<file path="config.mk">
export PLATFORM = sky130hd
export DESIGN_NAME = receptor_ps2_flat
export DESIGN_NICKNAME = d
export VERILOG_FILES = /design/src/rtl/receptor_ps2_if.sv /design/src/rtl/receptor_ps2.sv /design/src/flat_wrapper.sv
export SDC_FILE = /design/constraint.sdc
export NUM_CORES = 1
export LEC_CHECK = 0
export CORE_MARGIN = 10
export CORE_UTILIZATION = 55
export DETAILED_ROUTE_END_ITERATION = 7
export PLACE_DENSITY = 0.8
export SLEW_MARGIN = 20
export SYNTH_ARGS = -nofsm -noshare
export SYNTH_HDL_FRONTEND = slang
export SYNTH_SLANG_ARGS = --single-unit
</file>
<file path="constraint.sdc">
create_clock -name clk -period 5.5 [get_ports clk]
set_input_delay 1.65 -clock clk [delete_from_list [all_inputs] [get_ports clk]]
set_output_delay 1.65 -clock clk [all_outputs]
set_load 0.1 [all_outputs]
</file>
<file path="src/rtl/receptor_ps2_if.sv">
// PS/2 receiver bundle: raw keyboard lines in, decoded make code, tick, err and busy out.
interface receptor_ps2_if;
    logic       ps2c;
    logic       ps2d;
    logic [7:0] dato;
    logic       tick;
    logic       err;
    logic       busy;

    modport master (output ps2c, output ps2d, input dato, input tick, input err, input busy);
    modport slave  (input ps2c, input ps2d, output dato, output tick, output err, output busy);
endinterface

</file>
<file path="src/rtl/receptor_ps2.sv">
// PS/2 keyboard front end: syncs and de-glitches ps2c, deframes 11-bit frames, and forwards only
// fresh make codes (break, E0 prefix and typematic repeats are swallowed).
module receptor_ps2 #(
    parameter int FILTER_LEN  = 8,
    parameter int TIMEOUT_CYC = 100000
) (
    input  logic           clk,
    input  logic           rst,
    receptor_ps2_if.slave  ps2
);
    localparam int TW = $clog2(TIMEOUT_CYC);

    typedef enum logic [1:0] {IDLE, RECV, CHECK} state_t;

    logic [1:0]            r_ps2cSync, r_ps2dSync;
    logic [FILTER_LEN-1:0] r_filt;
    logic                  r_ps2cFilt;
    logic                  w_fall, w_ps2dBit, w_frameOk;
    state_t                r_state, w_stateNext;
    logic [3:0]            r_bitCnt, w_bitCntNext;
    logic [9:0]            r_frame, w_frameNext;
    logic [TW-1:0]         r_toCnt, w_toCntNext;
    logic                  r_brk, w_brkNext, r_held, w_heldNext;
    logic [7:0]            r_lastMake, w_lastMakeNext, r_dato, w_datoNext;
    logic                  r_tick, w_tickNext, r_err, w_errNext, r_busy;

    // Filtered level only moves once the whole window agrees, so short spikes are ignored.
    always_ff @(posedge clk or negedge rst) begin
        if (!rst) begin
            r_ps2cSync <= 2'b11;
            r_ps2dSync <= 2'b11;
            r_filt     <= '1;
            r_ps2cFilt <= 1'b1;
        end else begin
            r_ps2cSync <= {r_ps2cSync[0], ps2.ps2c};
            r_ps2dSync <= {r_ps2dSync[0], ps2.ps2d};
            r_filt     <= {r_filt[FILTER_LEN-2:0], r_ps2cSync[1]};
            if (&r_filt)
                r_ps2cFilt <= 1'b1;
            else if (~|r_filt)
                r_ps2cFilt <= 1'b0;
        end
    end

    assign w_fall    = r_ps2cFilt && (r_filt == '0);
    assign w_ps2dBit = r_ps2dSync[1];
    assign w_frameOk = (^r_frame[8:0]) && r_frame[9];

    always_comb begin
        w_stateNext    = r_state;
        w_bitCntNext   = r_bitCnt;
        w_frameNext    = r_frame;
        w_toCntNext    = r_toCnt;
        w_brkNext      = r_brk;
        w_heldNext     = r_held;
        w_lastMakeNext = r_lastMake;
        w_datoNext     = r_dato;
        w_tickNext     = 1'b0;
        w_errNext      = 1'b0;
        case (r_state)
            IDLE: begin
                w_toCntNext = '0;
                if (w_fall && !w_ps2dBit) begin
                    w_stateNext  = RECV;
                    w_bitCntNext = 4'd0;
                end
            end
            RECV: begin
                if (w_fall) begin
                    w_frameNext  = {w_ps2dBit, r_frame[9:1]};
                    w_bitCntNext = r_bitCnt + 4'd1;
                    w_toCntNext  = '0;
                    if (r_bitCnt == 4'd9)
                        w_stateNext = CHECK;
                end else if (r_toCnt == TW'(TIMEOUT_CYC - 1)) begin
                    w_stateNext = IDLE;
                    w_errNext   = 1'b1;
                    w_brkNext   = 1'b0;
                end else begin
                    w_toCntNext = r_toCnt + TW'(1);
                end
            end
            CHECK: begin
                w_stateNext = IDLE;
                if (!w_frameOk) begin
                    w_errNext = 1'b1;
                    w_brkNext = 1'b0;
                end else if (r_frame[7:0] == 8'hF0) begin
                    w_brkNext = 1'b1;
                end else if (r_frame[7:0] == 8'hE0) begin
                    w_brkNext = r_brk;
                end else if (r_brk) begin
                    // Release of the held key re-arms it so the next press is reported again.
                    w_brkNext = 1'b0;
                    if (r_frame[7:0] == r_lastMake)
                        w_heldNext = 1'b0;
                end else if (!(r_frame[7:0] == r_lastMake && r_held)) begin
                    w_datoNext     = r_frame[7:0];
                    w_lastMakeNext = r_frame[7:0];
                    w_heldNext     = 1'b1;
                    w_tickNext     = 1'b1;
                end
            end
            default: w_stateNext = IDLE;
        endcase
    end

    always_ff @(posedge clk or negedge rst) begin
        if (!rst) begin
            r_state    <= IDLE;
            r_bitCnt   <= 4'd0;
            r_frame    <= 10'd0;
            r_toCnt    <= '0;
            r_brk      <= 1'b0;
            r_held     <= 1'b0;
            r_lastMake <= 8'h00;
            r_dato     <= 8'h00;
            r_tick     <= 1'b0;
            r_err      <= 1'b0;
            r_busy     <= 1'b0;
        end else begin
            r_state    <= w_stateNext;
            r_bitCnt   <= w_bitCntNext;
            r_frame    <= w_frameNext;
            r_toCnt    <= w_toCntNext;
            r_brk      <= w_brkNext;
            r_held     <= w_heldNext;
            r_lastMake <= w_lastMakeNext;
            r_dato     <= w_datoNext;
            r_tick     <= w_tickNext;
            r_err      <= w_errNext;
            r_busy     <= (w_stateNext != IDLE);
        end
    end

    assign ps2.dato = r_dato;
    assign ps2.tick = r_tick;
    assign ps2.err  = r_err;
    assign ps2.busy = r_busy;
endmodule
</file>
<file path="src/flat_wrapper.sv">
// flat-port wrapper written by rule: the top's interface ports become plain ports
module receptor_ps2_flat 
#(
    parameter int FILTER_LEN  = 8,
    parameter int TIMEOUT_CYC = 100000
)
  (clk, rst, ps2_ps2c, ps2_ps2d, ps2_dato, ps2_tick, ps2_err, ps2_busy);
  receptor_ps2_if ps2_i ();
  input  logic clk;
  input  logic rst;
  input wire logic [$bits(ps2_i.ps2c)-1:0] ps2_ps2c;
  input wire logic [$bits(ps2_i.ps2d)-1:0] ps2_ps2d;
  output wire logic [$bits(ps2_i.dato)-1:0] ps2_dato;
  output wire logic [$bits(ps2_i.tick)-1:0] ps2_tick;
  output wire logic [$bits(ps2_i.err)-1:0] ps2_err;
  output wire logic [$bits(ps2_i.busy)-1:0] ps2_busy;
  assign ps2_i.ps2c = ps2_ps2c;
  assign ps2_i.ps2d = ps2_ps2d;
  assign ps2_dato = ps2_i.dato;
  assign ps2_tick = ps2_i.tick;
  assign ps2_err = ps2_i.err;
  assign ps2_busy = ps2_i.busy;
  receptor_ps2 #(.FILTER_LEN(FILTER_LEN), .TIMEOUT_CYC(TIMEOUT_CYC)) u_core (.clk(clk), .rst(rst), .ps2(ps2_i));
endmodule
</file>
After elaboration in Yosys (flattened, before gate mapping)
Index checks and enable logic that the tools add are counted.

Register bits after elaboration: 59. Bits of input ports: 4. Output and inout port bits: 11. Word-level logic and storage cells: 87.

Add/subtract/negate cells: 2. Eq/ne operators: 16. Mux-type cells: 32. Bitwise gates (word level): 4. Reductions and logical operators: 19.

Operators with widths (count): two-way mux 17 bit (2); one-hot mux 17 bit (2 select lines) (1); two-way mux 1 bit (19); adder 17 x 1 -> 17 bit (second input constant) (1); == test 17 bit (second input constant) (1); == test 8 bit (second input constant) (2); AND reduction 6 bit (2); != test 2 x 1 -> 1 bit (second input constant) (5); parity 9 bit (1); == test 8 bit (1); zero test 8 bit (1); two-way mux 2 bit (4); two-way mux 4 bit (2); one-hot mux 4 bit (2 select lines) (1); AND reduction 8 bit (1); OR reduction 8 bit (1); nonzero test 2 bit (3); adder 4 x 1 -> 4 bit (second input constant) (1); == test 4 bit (second input constant) (1); logical AND 1 bit (4); != test 2 bit (second input constant) (2); != test 4 bit (second input constant) (1); inverter 1 bit (4); one-hot mux 1 bit (2 select lines) (2); other kinds (9) (10).

Depth between registers and ports, before layout
Gate-level depths: netlist of the first run.

Depth after elaboration: 8. Mapped depth: 8. Gate-level depth less buffers: 7.

Worst setup path after synthesis of the first run
OpenSTA, ideal clock, no wires.

Path type: reg-to-output. From: reg, netlist name u_core.r_lastMake[5]. To: out ps2_dato[5]. Arrival time: 0.926 ns. Data required time: 3.850 ns. Slack: 2.924 ns. Stages on the path, launching flop included: 1. Path buffers: 0. Path through: dfrtp_1.

RTL lines: to (decl) (RTL line flat_wrapper.sv:13) `output wire logic [$bits(ps2_i.dato)-1:0] ps2_dato;`.

==> flow_summary_export.csv, run 1 <==
group,metric,value,unit
synth,synth_top_area_cell,"dfrtp_1",
synth,yosysMostFrequentCell,"dfrtp_1",
synth,ys_seq_area_share,51.0,%
die,row_count,26,
power_and_ir_drop,ir_worst_vdd,0.000158,V
synth,synth_edf_count,0,
timing,finalSetupViolCount,0,
clock_tree,clock_sinks,59,
synth,syn_inst,253,
global_routing,overflow,0,
setup_path,crit_fanout,3,
timing,rsz0062_at_grt,"no",
setup_path,cp_slowest_cell,"clkdlybuf4s50_1",
die,die_h,92.9,um
synth,synth_common_cells,"dfrtp_1 (46), nand2_1 (21), nor2_1 (19)",
synth,synthSimpleGateAreaFrac,17.6,%
synth,synth_top_family_by_area,"simple AND/OR/NAND/NOR gates",
routing,firstDrtPassIters,4,
routing,wl,5.10,mm
die,core-area,5140,um^2
clock_tree,htreeDepth,3,
place,gp_congestion,0.813,
layout,nets,288,
global_routing,grt_pass1_vias,1926,
setup_path,critical-path-max-stage-delay,1.16,ns
timing,finalHoldViolCount,0,
timing,relSlewSlack,34.3,%
timing,fin_tns_setup,0,ns
place,port_buffers,14,
layout,multi_input_area,1340,um^2
routing,post_drt_wl_per_cell,14.7,um
clock_tree,cts_hold_buf,0,
timing,fin_skew,0.00744,ns
routing,num_vias,1932,
die,die_x,92.9,um
power_and_ir_drop,leakage,1.42,nW
setup_path,critPathKind,"register to primary output",
synth,synth_xor_area_share,8.25,%
synth,yosys-mux-area-fraction,7.10,%
setup_path,arrival,1.90,ns
run,cap_viol_max_count,0,
clock_tree,clockRootBuffer,"clkbuf_8",
global_routing,grt_util_all_layers,12.8,%
outcome,status,"complete, no violations",
synth,ys_warn_count,0,
layout,syn_to_final_growth,13.4,%
die,dieArea,8640,um^2
die,ioPinCount,15,
global_routing,grt_start_max_net_pins,60,
die,start_util,56.9,%
setup_path,required,3.85,ns
clock_tree,postCtsSetupBuffers,0,
layout,drive_above_1_share,20.5,%
synth,synth_fa_ha_area_share,4.70,%
worst_hold_path,holdCritPathClass,"register to register",
clock_tree,numCtsBuffers,9,
setup_path,cp_top_family,"buffers and inverters",
synth,synthArstFlopShare,100,%
power_and_ir_drop,power.density,254,nW/um^2
routing,viasPerCell,5.55,
synth,synth_flop_cell,"dfrtp_1",
timing,min_period,3.55,ns
layout,num-fill-cells,445,
synth,synth_area,2930,um^2
setup_path,path_buf_inv,1,
timing,worst_pin_slew,0.983,ns
clock_tree,ctsResizeCount,0,
routing,antenna_left,0,
clock_tree,worstSkewPairLatency,0.35,ns
synth,synth_area_leaders,"dfrtp_1 (39%), dfstp_2 (12%), xnor2_1 (5.1%), ha_1 (4.7%), mux2_4 (4.1%)",
place,post-dp-hpwl,3.39,mm
setup_path,end_kind,"primary output",
synth,ys_types,53,
setup_path,cp-start-kind,"register",
layout,n_antenna_cell,0,
layout,post-route-util,64.6,%
layout,regArea,1490,um^2
synth,yosysTopAreaCellShare,39.3,%
timing,post-route-period-util,64.5,%
clock_tree,clk_pin_slew,0.07,ns
routing,drc,0,
global_routing,antenna_found_initial,0,
clock_tree,clock_tree.buffer_depth,2,
synth,synth_compound_area_share,8.21,%
synth,avgSynthCellArea,11.6,um^2
timing,slew_violations,0,
timing,whs,0.356,ns
global_routing,grt_first_pass_wirelength,8.87,mm
setup_path,crit_chain,"clkdlybuf4s50_1",
synth,synth_seq_cells,59,
clock_tree,cts_tree,"built",
routing,drt_iter0_markers,128,
synth,synth_nets,268,
timing,max_freq,0.282,GHz
[logic make-up after synthesis]
kind of cell	after synthesis
DFF	59
muxes	16
xor gates and xnor gates	26
AOI/OAI and AO/OA	34
and+or+nand+nor	86
buffers and inverters	21
adders and majority gates	11
[stage by stage]
| stage | setup WS [ns] | area, um^2 | cells | total power, mW |
|---|---|---|---|---|
| floorplan | 2.92 | 2930 | 253 | 0.460 |
| global placement | 2.35 | 3120 | 332 | 0.472 |
| detailed placement | 2.31 | 3120 | 332 | 0.472 |
| CTS | 1.93 | 3320 | 348 | 0.854 |
| global route | 1.90 | 3320 | 348 | 0.875 |
| finish | 1.95 | 3320 | 348 | 0.842 |
[path summary, 6_finish.rpt]
check,from,endpoint,slack (ns),cells after the start
min reg2reg,u_core.r_ps2dSync[0],u_core.r_ps2dSync[1],0.36,0
max reg2reg,u_core.r_state[1],u_core.r_toCnt[3],3.12,5
min in group asynchronous,rst,u_core.r_toCnt[16],1.44,2
min,u_core.r_ps2dSync[0],u_core.r_ps2dSync[1],0.36,0
max,u_core.r_lastMake[4],ps2_dato[4],1.95,1
max in group asynchronous,rst,u_core.r_bitCnt[3],3.59,2
[registers in the layout (all words and copies together) (netlist names)]
signal,cells
u_core.ps2.busy,1
u_core.r_filt,8
u_core.r_lastMake,8
u_core.r_state,2
u_core.r_ps2cSync,2
u_core.r_toCnt,17
u_core.ps2.tick,1
u_core.r_ps2dSync,2
u_core.r_bitCnt,4
u_core.r_frame,10
u_core.ps2.err,1
u_core.r_held,1
u_core.r_brk,1
u_core.r_ps2cFilt,1
[cell usage in the layout, fill, tap and decap left out, types with 3 or more instances in the layout]
| cell type | Yosys | routed |
|---|---|---|
| mux2_2 | 6 | 6 |
| and4_1 | 3 | 3 |
| nand4_1 | 12 | 12 |
| clkbuf_8 | 0 | 10 |
| clkdlybuf4s50_1 | 0 | 13 |
| nand2_1 | 21 | 21 |
| xor2_1 | 8 | 8 |
| clkinvlp_4 | 0 | 3 |
| nor2_1 | 19 | 19 |
| o21ai_0 | 11 | 11 |
| ha_1 | 11 | 11 |
| a21o_1 | 4 | 4 |
| mux2_4 | 8 | 8 |
| nand3_1 | 9 | 9 |
| dfstp_2 | 13 | 13 |
| nor3_2 | 3 | 3 |
| xnor2_1 | 17 | 17 |
| dfrtp_1 | 46 | 46 |
| inv_1 | 15 | 15 |
[cell type report]
cell class                 count  area share, %
clock buffer                  12           5.01
clock inverter                 4          0.942
inverter                      15           1.70
multi-input combinational    173           40.4
sequential                    59           45.0
tap                           70           2.64
timing repair buffer          15           4.30
[metal layers]
layer  GRT usage (%)  up-vias  wire length, um
li1                -      951                -
met1            15.6      940             2400
met2            19.1       25             2360
met3            3.23       16              165
met4            9.51        0              175
met5               0        -                0
[power by group]
| group | total [mW] | switching (mW) | internal [mW] | leakage [nW] |
|---|---|---|---|---|
| Sequential | 0.449 | 0.00480 | 0.444 | 0.780 |
| Combinational | 0.0149 | 0.0113 | 0.00356 | 0.547 |
| Clock | 0.379 | 0.174 | 0.204 | 0.0904 |
| Total | 0.842 | 0.190 | 0.652 | 1.42 |
No activity file was read; power rests on OpenSTA's default activity.
==> run 2: changes to the inputs <==
Clock period 5.5 ns to 3.4 ns, I/O delays scaled along.
==> run 2 against run 1 <==
Effect of this change: total power grew 66%; non-clock buffer count grew 1; utilization decreased by 0.22 points; critical path type is now register to register; largest power group unchanged.
==> flow_summary_export.csv, run 2 (synthesis results as in run 1) <==
group,metric,value,unit
setup_path,startpoint,"u_core.r_frame[0]",
setup_path,required,3.63,ns
place,pre_cts_slack,1.10,ns
power_and_ir_drop,ir_worst_vdd,0.000335,V
clock_tree,htreeDepth,3,
layout,syn_to_final_growth,13.0,%
layout,largestRegisters,"u_core.r_toCnt: 17 flops, u_core.r_frame: 10 flops",
clock_tree,cts_hold_buf,0,
worst_hold_path,holdCritPathClass,"register to register",
setup_path,arrival,2.55,ns
clock_tree,worstSkewPairLatency,0.34,ns
timing,fin_ws,1.09,ns
routing,firstDrtPassIters,4,
global_routing,grt_first_pass_wirelength,9.47,mm
die,row_count,26,
timing,rsz0062_at_grt,"no",
timing,fin_skew,0.00556,ns
power_and_ir_drop,power.density,421,nW/um^2
timing,finalSetupViolCount,0,
run,cap_viol_max_count,0,
die,ioPinCount,15,
clock_tree,clockRootBuffer,"clkbuf_8",
die,core-area,5140,um^2
setup_path,cp-start-kind,"register",
routing,drt_iter0_markers,75,
layout,nets,289,
timing,min_period,2.31,ns
clock_tree,cts_tree,"built",
routing,drc,0,
layout,layout_commonest_cell,"dfrtp_1",
layout,fin_cells,349,
routing,wl,5.20,mm
place,dp.cells,333,
layout,post-route-util,64.4,%
timing,max_freq,0.432,GHz
die,die_h,92.9,um
die,start_util,56.9,%
place,gp_congestion,0.802,
timing,finalHoldViolCount,0,
die,die_x,92.9,um
die,dieArea,8640,um^2
global_routing,grt_start_max_net_pins,25,
global_routing,antenna_found_initial,0,
setup_path,crit_fanout,9,
layout,drive_above_1_share,25.1,%
layout,n_antenna_cell,0,
setup_path,critPathKind,"register to register",
clock_tree,numCtsBuffers,9,
power_and_ir_drop,leakage,1.46,nW
place,post-dp-hpwl,3.66,mm
global_routing,overflow,0,
clock_tree,clock_sinks,59,
outcome,status,"complete, no violations",
clock_tree,ctsResizeCount,0,
setup_path,end_kind,"register",
setup_path,critical-path-max-stage-delay,0.42,ns
global_routing,grt_util_all_layers,13.7,%
clock_tree,clk_pin_slew,0.07,ns
setup_path,r2r-start,"u_core.r_frame[0]",
routing,antenna_left,0,
setup_path,crit_chain,"inv_1, ha_1, xnor3_1, xnor2_1, nand4_1, a21o_1, mux2_4",
routing,num_vias,1939,
routing,post_drt_wl_per_cell,14.9,um
timing,slew_violations,0,
place,port_buffers,14,
timing,relSlewSlack,56.2,%
layout,largest_register,"u_core.r_toCnt",
setup_path,cp_slowest_cell,"dfrtp_1",
timing,fin_tns_setup,0,ns
routing,viasPerCell,5.56,
timing,worst_pin_slew,0.655,ns
clock_tree,postCtsSetupBuffers,0,
worst_hold_path,hp-start,"u_core.r_ps2cSync[0]",
layout,largest_reg_flops,17,
clock_tree,clock_tree.buffer_depth,2,
global_routing,grt_pass1_vias,1971,
timing,post-route-period-util,68.1,%
layout,layout_common_cells,"dfrtp_1 (46), nand2_1 (21), nor2_1 (19)",
run 2: where the power goes:
| part | internal (mW) | switching, mW |
|---|---|---|
| Clock | 0.351 | 0.292 |
| Sequential | 0.718 | 0.00820 |
| Combinational | 0.00647 | 0.0190 |
| Total | 1.08 | 0.319 |
run 2: final timing paths:
kind,slack [ns],endpoint,depth (start not counted)
min in group asynchronous,0.59,u_core.r_toCnt[15],1
setup / recovery,1.09,u_core.r_lastMake[7],7
setup reg to reg,1.09,u_core.r_lastMake[7],7
hold / removal,0.35,u_core.r_ps2cSync[1],0
hold reg to reg,0.35,u_core.r_ps2cSync[1],0
max in group asynchronous,2.11,u_core.r_ps2cSync[0],2
run 2: area by class of cell:
class	instances	area (um^2)
inverter	15	56.3
timing repair buffer	16	123
multi-input combinational	173	1340
clock buffer	12	176
clock inverter	4	30.0
tap	70	87.6
fill	421	1830
sequential	59	1490
run 2: worst max-delay path, delay by kind of cell, from the launching register on:
kind / cells / cell delay (ns)
compound gates: 1 / 0.36
mux: 1 / 0.37
fa+ha+maj: 1 / 0.27
simple gates: 1 / 0.14
xor+xnor: 2 / 0.57
flops: 1 / 0.42
buf+inv: 1 / 0.06
run 2: per-stage QoR:
step | power (mW) | hold slack (ns) | instance area (um^2)
after floorplan | 0.743 | 0.345 | 2930
after global placement | 0.765 | 0.346 | 3100
after detailed placement | 0.765 | 0.348 | 3100
after CTS | 1.41 | 0.355 | 3310
after global routing | 1.44 | 0.358 | 3310
final | 1.39 | 0.354 | 3310
run 2: per-layer routing:
| metal | track usage (%) | wire [um] | vias up | part of all wire (%) |
|---|---|---|---|---|
| met4 | 8.48 | 107 | 0 | 2.1 |
| li1 | - | - | 949 | - |
| met2 | 20.5 | 2390 | 25 | 46 |
| met3 | 3.39 | 200 | 10 | 3.8 |
| met1 | 17.3 | 2510 | 955 | 48 |
| met5 | 0 | 0 | - | 0 |
==> run 3: changes to the inputs <==
Clock period 3.4 ns to 2.18 ns, I/O delays scaled along.
==> run 3 against run 2 <==
Effect of this change: clock skew up 0.0014 ns; first-iteration DRC count rose by 93%; sequential power is 56% higher; setup slack worse by 1.0 ns; cell count is 3.4% higher; die area is the same; critical path depth down 1; worst hold slack worse by 0.041 ns; global-route usage fell by 0.32 points; combinational power is 61% higher; clock power grew 51%; total power grew 54%; critical path type unchanged; largest cell class unchanged; largest power group unchanged; highest routed layer unchanged.
==> flow_summary_export.csv, run 3 (synthesis results as in run 1) <==
group,metric,value,unit
die,core-area,5140,um^2
layout,layout_commonest_cell,"dfrtp_1",
layout,largest_reg_flops,17,
setup_path,r2r-start,"u_core.r_frame[6]",
layout,drive_above_1_share,28.9,%
routing,post_drt_wl_per_cell,15.3,um
setup_path,required,2.41,ns
clock_tree,cts_tree,"built",
timing,rsz0062_at_grt,"yes",
place,gp_congestion,0.822,
layout,nets,301,
routing,drt_iter0_markers,145,
routing,wl_met2,2.62,mm
power_and_ir_drop,ir_worst_vdd,0.000604,V
die,row_count,26,
timing,fin_skew,0.00698,ns
global_routing,overflow,0,
place,pre_cts_slack,-0.0632,ns
layout,syn_to_final_growth,20.2,%
routing,met3_length,247,um
routing,antenna_left,0,
layout,largestRegisters,"u_core.r_toCnt: 17 flops, u_core.r_frame: 10 flops",
setup_path,end_kind,"register",
die,start_util,56.9,%
place,port_buffers,14,
die,ioPinCount,15,
timing,worst_pin_slew,0.603,ns
timing,finalSetupViolCount,0,
clock_tree,clockRootBuffer,"clkbuf_8",
timing,min_period,2.14,ns
timing,relSlewSlack,59.8,%
die,die_h,92.9,um
layout,post-route-util,68.4,%
clock_tree,clk_pin_slew,0.07,ns
setup_path,critPathKind,"register to register",
global_routing,grt_start_max_net_pins,60,
worst_hold_path,holdCritPathClass,"input pin to asynchronous set/reset pin",
clock_tree,clock_tree.buffer_depth,2,
power_and_ir_drop,power.density,609,nW/um^2
routing,viasPerCell,5.63,
clock_tree,clock_sinks,59,
global_routing,antenna_found_initial,0,
routing,dr.max_layer_used,"met4",
outcome,status,"complete, no violations",
clock_tree,htreeDepth,3,
setup_path,reg2reg_to,"u_core.r_lastMake[6]",
layout,regArea,1490,um^2
clock_tree,cts_hold_buf,0,
power_and_ir_drop,leakage,1.54,nW
timing,fin_ws,0.0382,ns
routing,wl,5.54,mm
global_routing,grt_first_pass_wirelength,9.21,mm
timing,post-route-period-util,98.2,%
routing,wl_met1,2.58,mm
timing,max_freq,0.467,GHz
setup_path,crit_fanout,4,
run,cap_viol_max_count,0,
timing,finalHoldViolCount,0,
layout,num-fill-cells,406,
routing,num_vias,2031,
timing,slew_violations,0,
setup_path,cp-start-kind,"register",
clock_tree,numCtsBuffers,9,
clock_tree,worstSkewPairLatency,0.34,ns
layout,layout_common_cells,"dfrtp_1 (46), nand2_1 (21), nor2_1 (19)",
power_and_ir_drop,p_total,2.14,mW
die,dieArea,8640,um^2
setup_path,r2r_slack,0.04,ns
die,die_x,92.9,um
layout,largest_register,"u_core.r_toCnt",
layout,n_antenna_cell,0,
setup_path,ff2ff_path_depth,6,
routing,drc,0,
global_routing,grt_pass1_vias,1942,
place,post-dp-hpwl,3.67,mm
global_routing,grt_util_all_layers,13.4,%
routing,firstDrtPassIters,6,
layout,multi_input_area,1370,um^2
setup_path,arrival,2.37,ns
## run 3: cell types whose count changed in the layout (fill, tap and decap cells not counted), moves of 2 or more
cell / change
buf_12: +9
buf_4: +2
clkbuf_8: -2
clkinvlp_4: +2
## run 3: how the worst max path moves through the flow
stage	startpoint	endpoint	slack, ns	cells after the start
4_1_cts	u_core.r_frame[1]	u_core.r_lastMake[0]	0.02	7
5_1_grt	u_core.r_frame[6]	u_core.r_lastMake[0]	-0.05	6
6_report	u_core.r_frame[6]	u_core.r_lastMake[6]	0.04	6
2_1_floorplan	u_core.r_frame[1]	u_core.r_lastMake[0]	0.10	8
3_3_place_gp	u_core.r_frame[1]	u_core.r_lastMake[5]	0.04	7
3_5_place_dp	u_core.r_frame[1]	u_core.r_lastMake[7]	-0.06	7
## run 3: repair_timing
item,CTS,global route
endpoints found under the setup margin,8,13
gates cloned,0,1
endpoints found under the hold margin,0,0
pin swaps,0,3
setup buffers,0,2
gates resized for setup,3,1
## run 3: worst max-delay path: stages, from the launching register on
cell and delay [ns]:
dfrtp_1 0.39, ha_1 0.31, xnor3_1 0.37, xnor2_2 0.17, nand4_1 0.19, a21o_2 0.30, mux2_4 0.30
## run 3: final cells by class
type,count,share of cell area (%)
Sequential cell,59,42.4
Multi-Input combinational cell,174,38.9
Timing Repair Buffer,27,9.04
Clock buffer,10,3.63
Tap cell,70,2.49
Clock inverter,6,1.89
Inverter,15,1.60
## run 3: stage by stage
| stage | cell area, um^2 | instances | TNS, ns | hold slack (ns) |
|---|---|---|---|---|
| 5_1_grt | 3520 | 361 | -0.323 | 0.331 |
| 3_5_place_dp | 3280 | 342 | -0.468 | 0.349 |
| 4_1_cts | 3490 | 358 | 0 | 0.323 |
| 2_1_floorplan | 2930 | 253 | 0 | 0.345 |
| 3_3_place_gp | 3280 | 342 | 0 | 0.346 |
| 6_report | 3520 | 361 | 0 | 0.313 |
## run 3: routing by layer
layer / track usage [%] / vias to the layer above
met5: 0 / -
met4: 4.88 / 0
met3: 5.00 / 8
met2: 19.9 / 34
met1: 17.3 / 1017
li1: - / 972
## run 3: where the power goes
part	internal (mW)	switching, mW
sequential	1.12	0.0129
combinational	0.0119	0.0291
clock	0.527	0.442
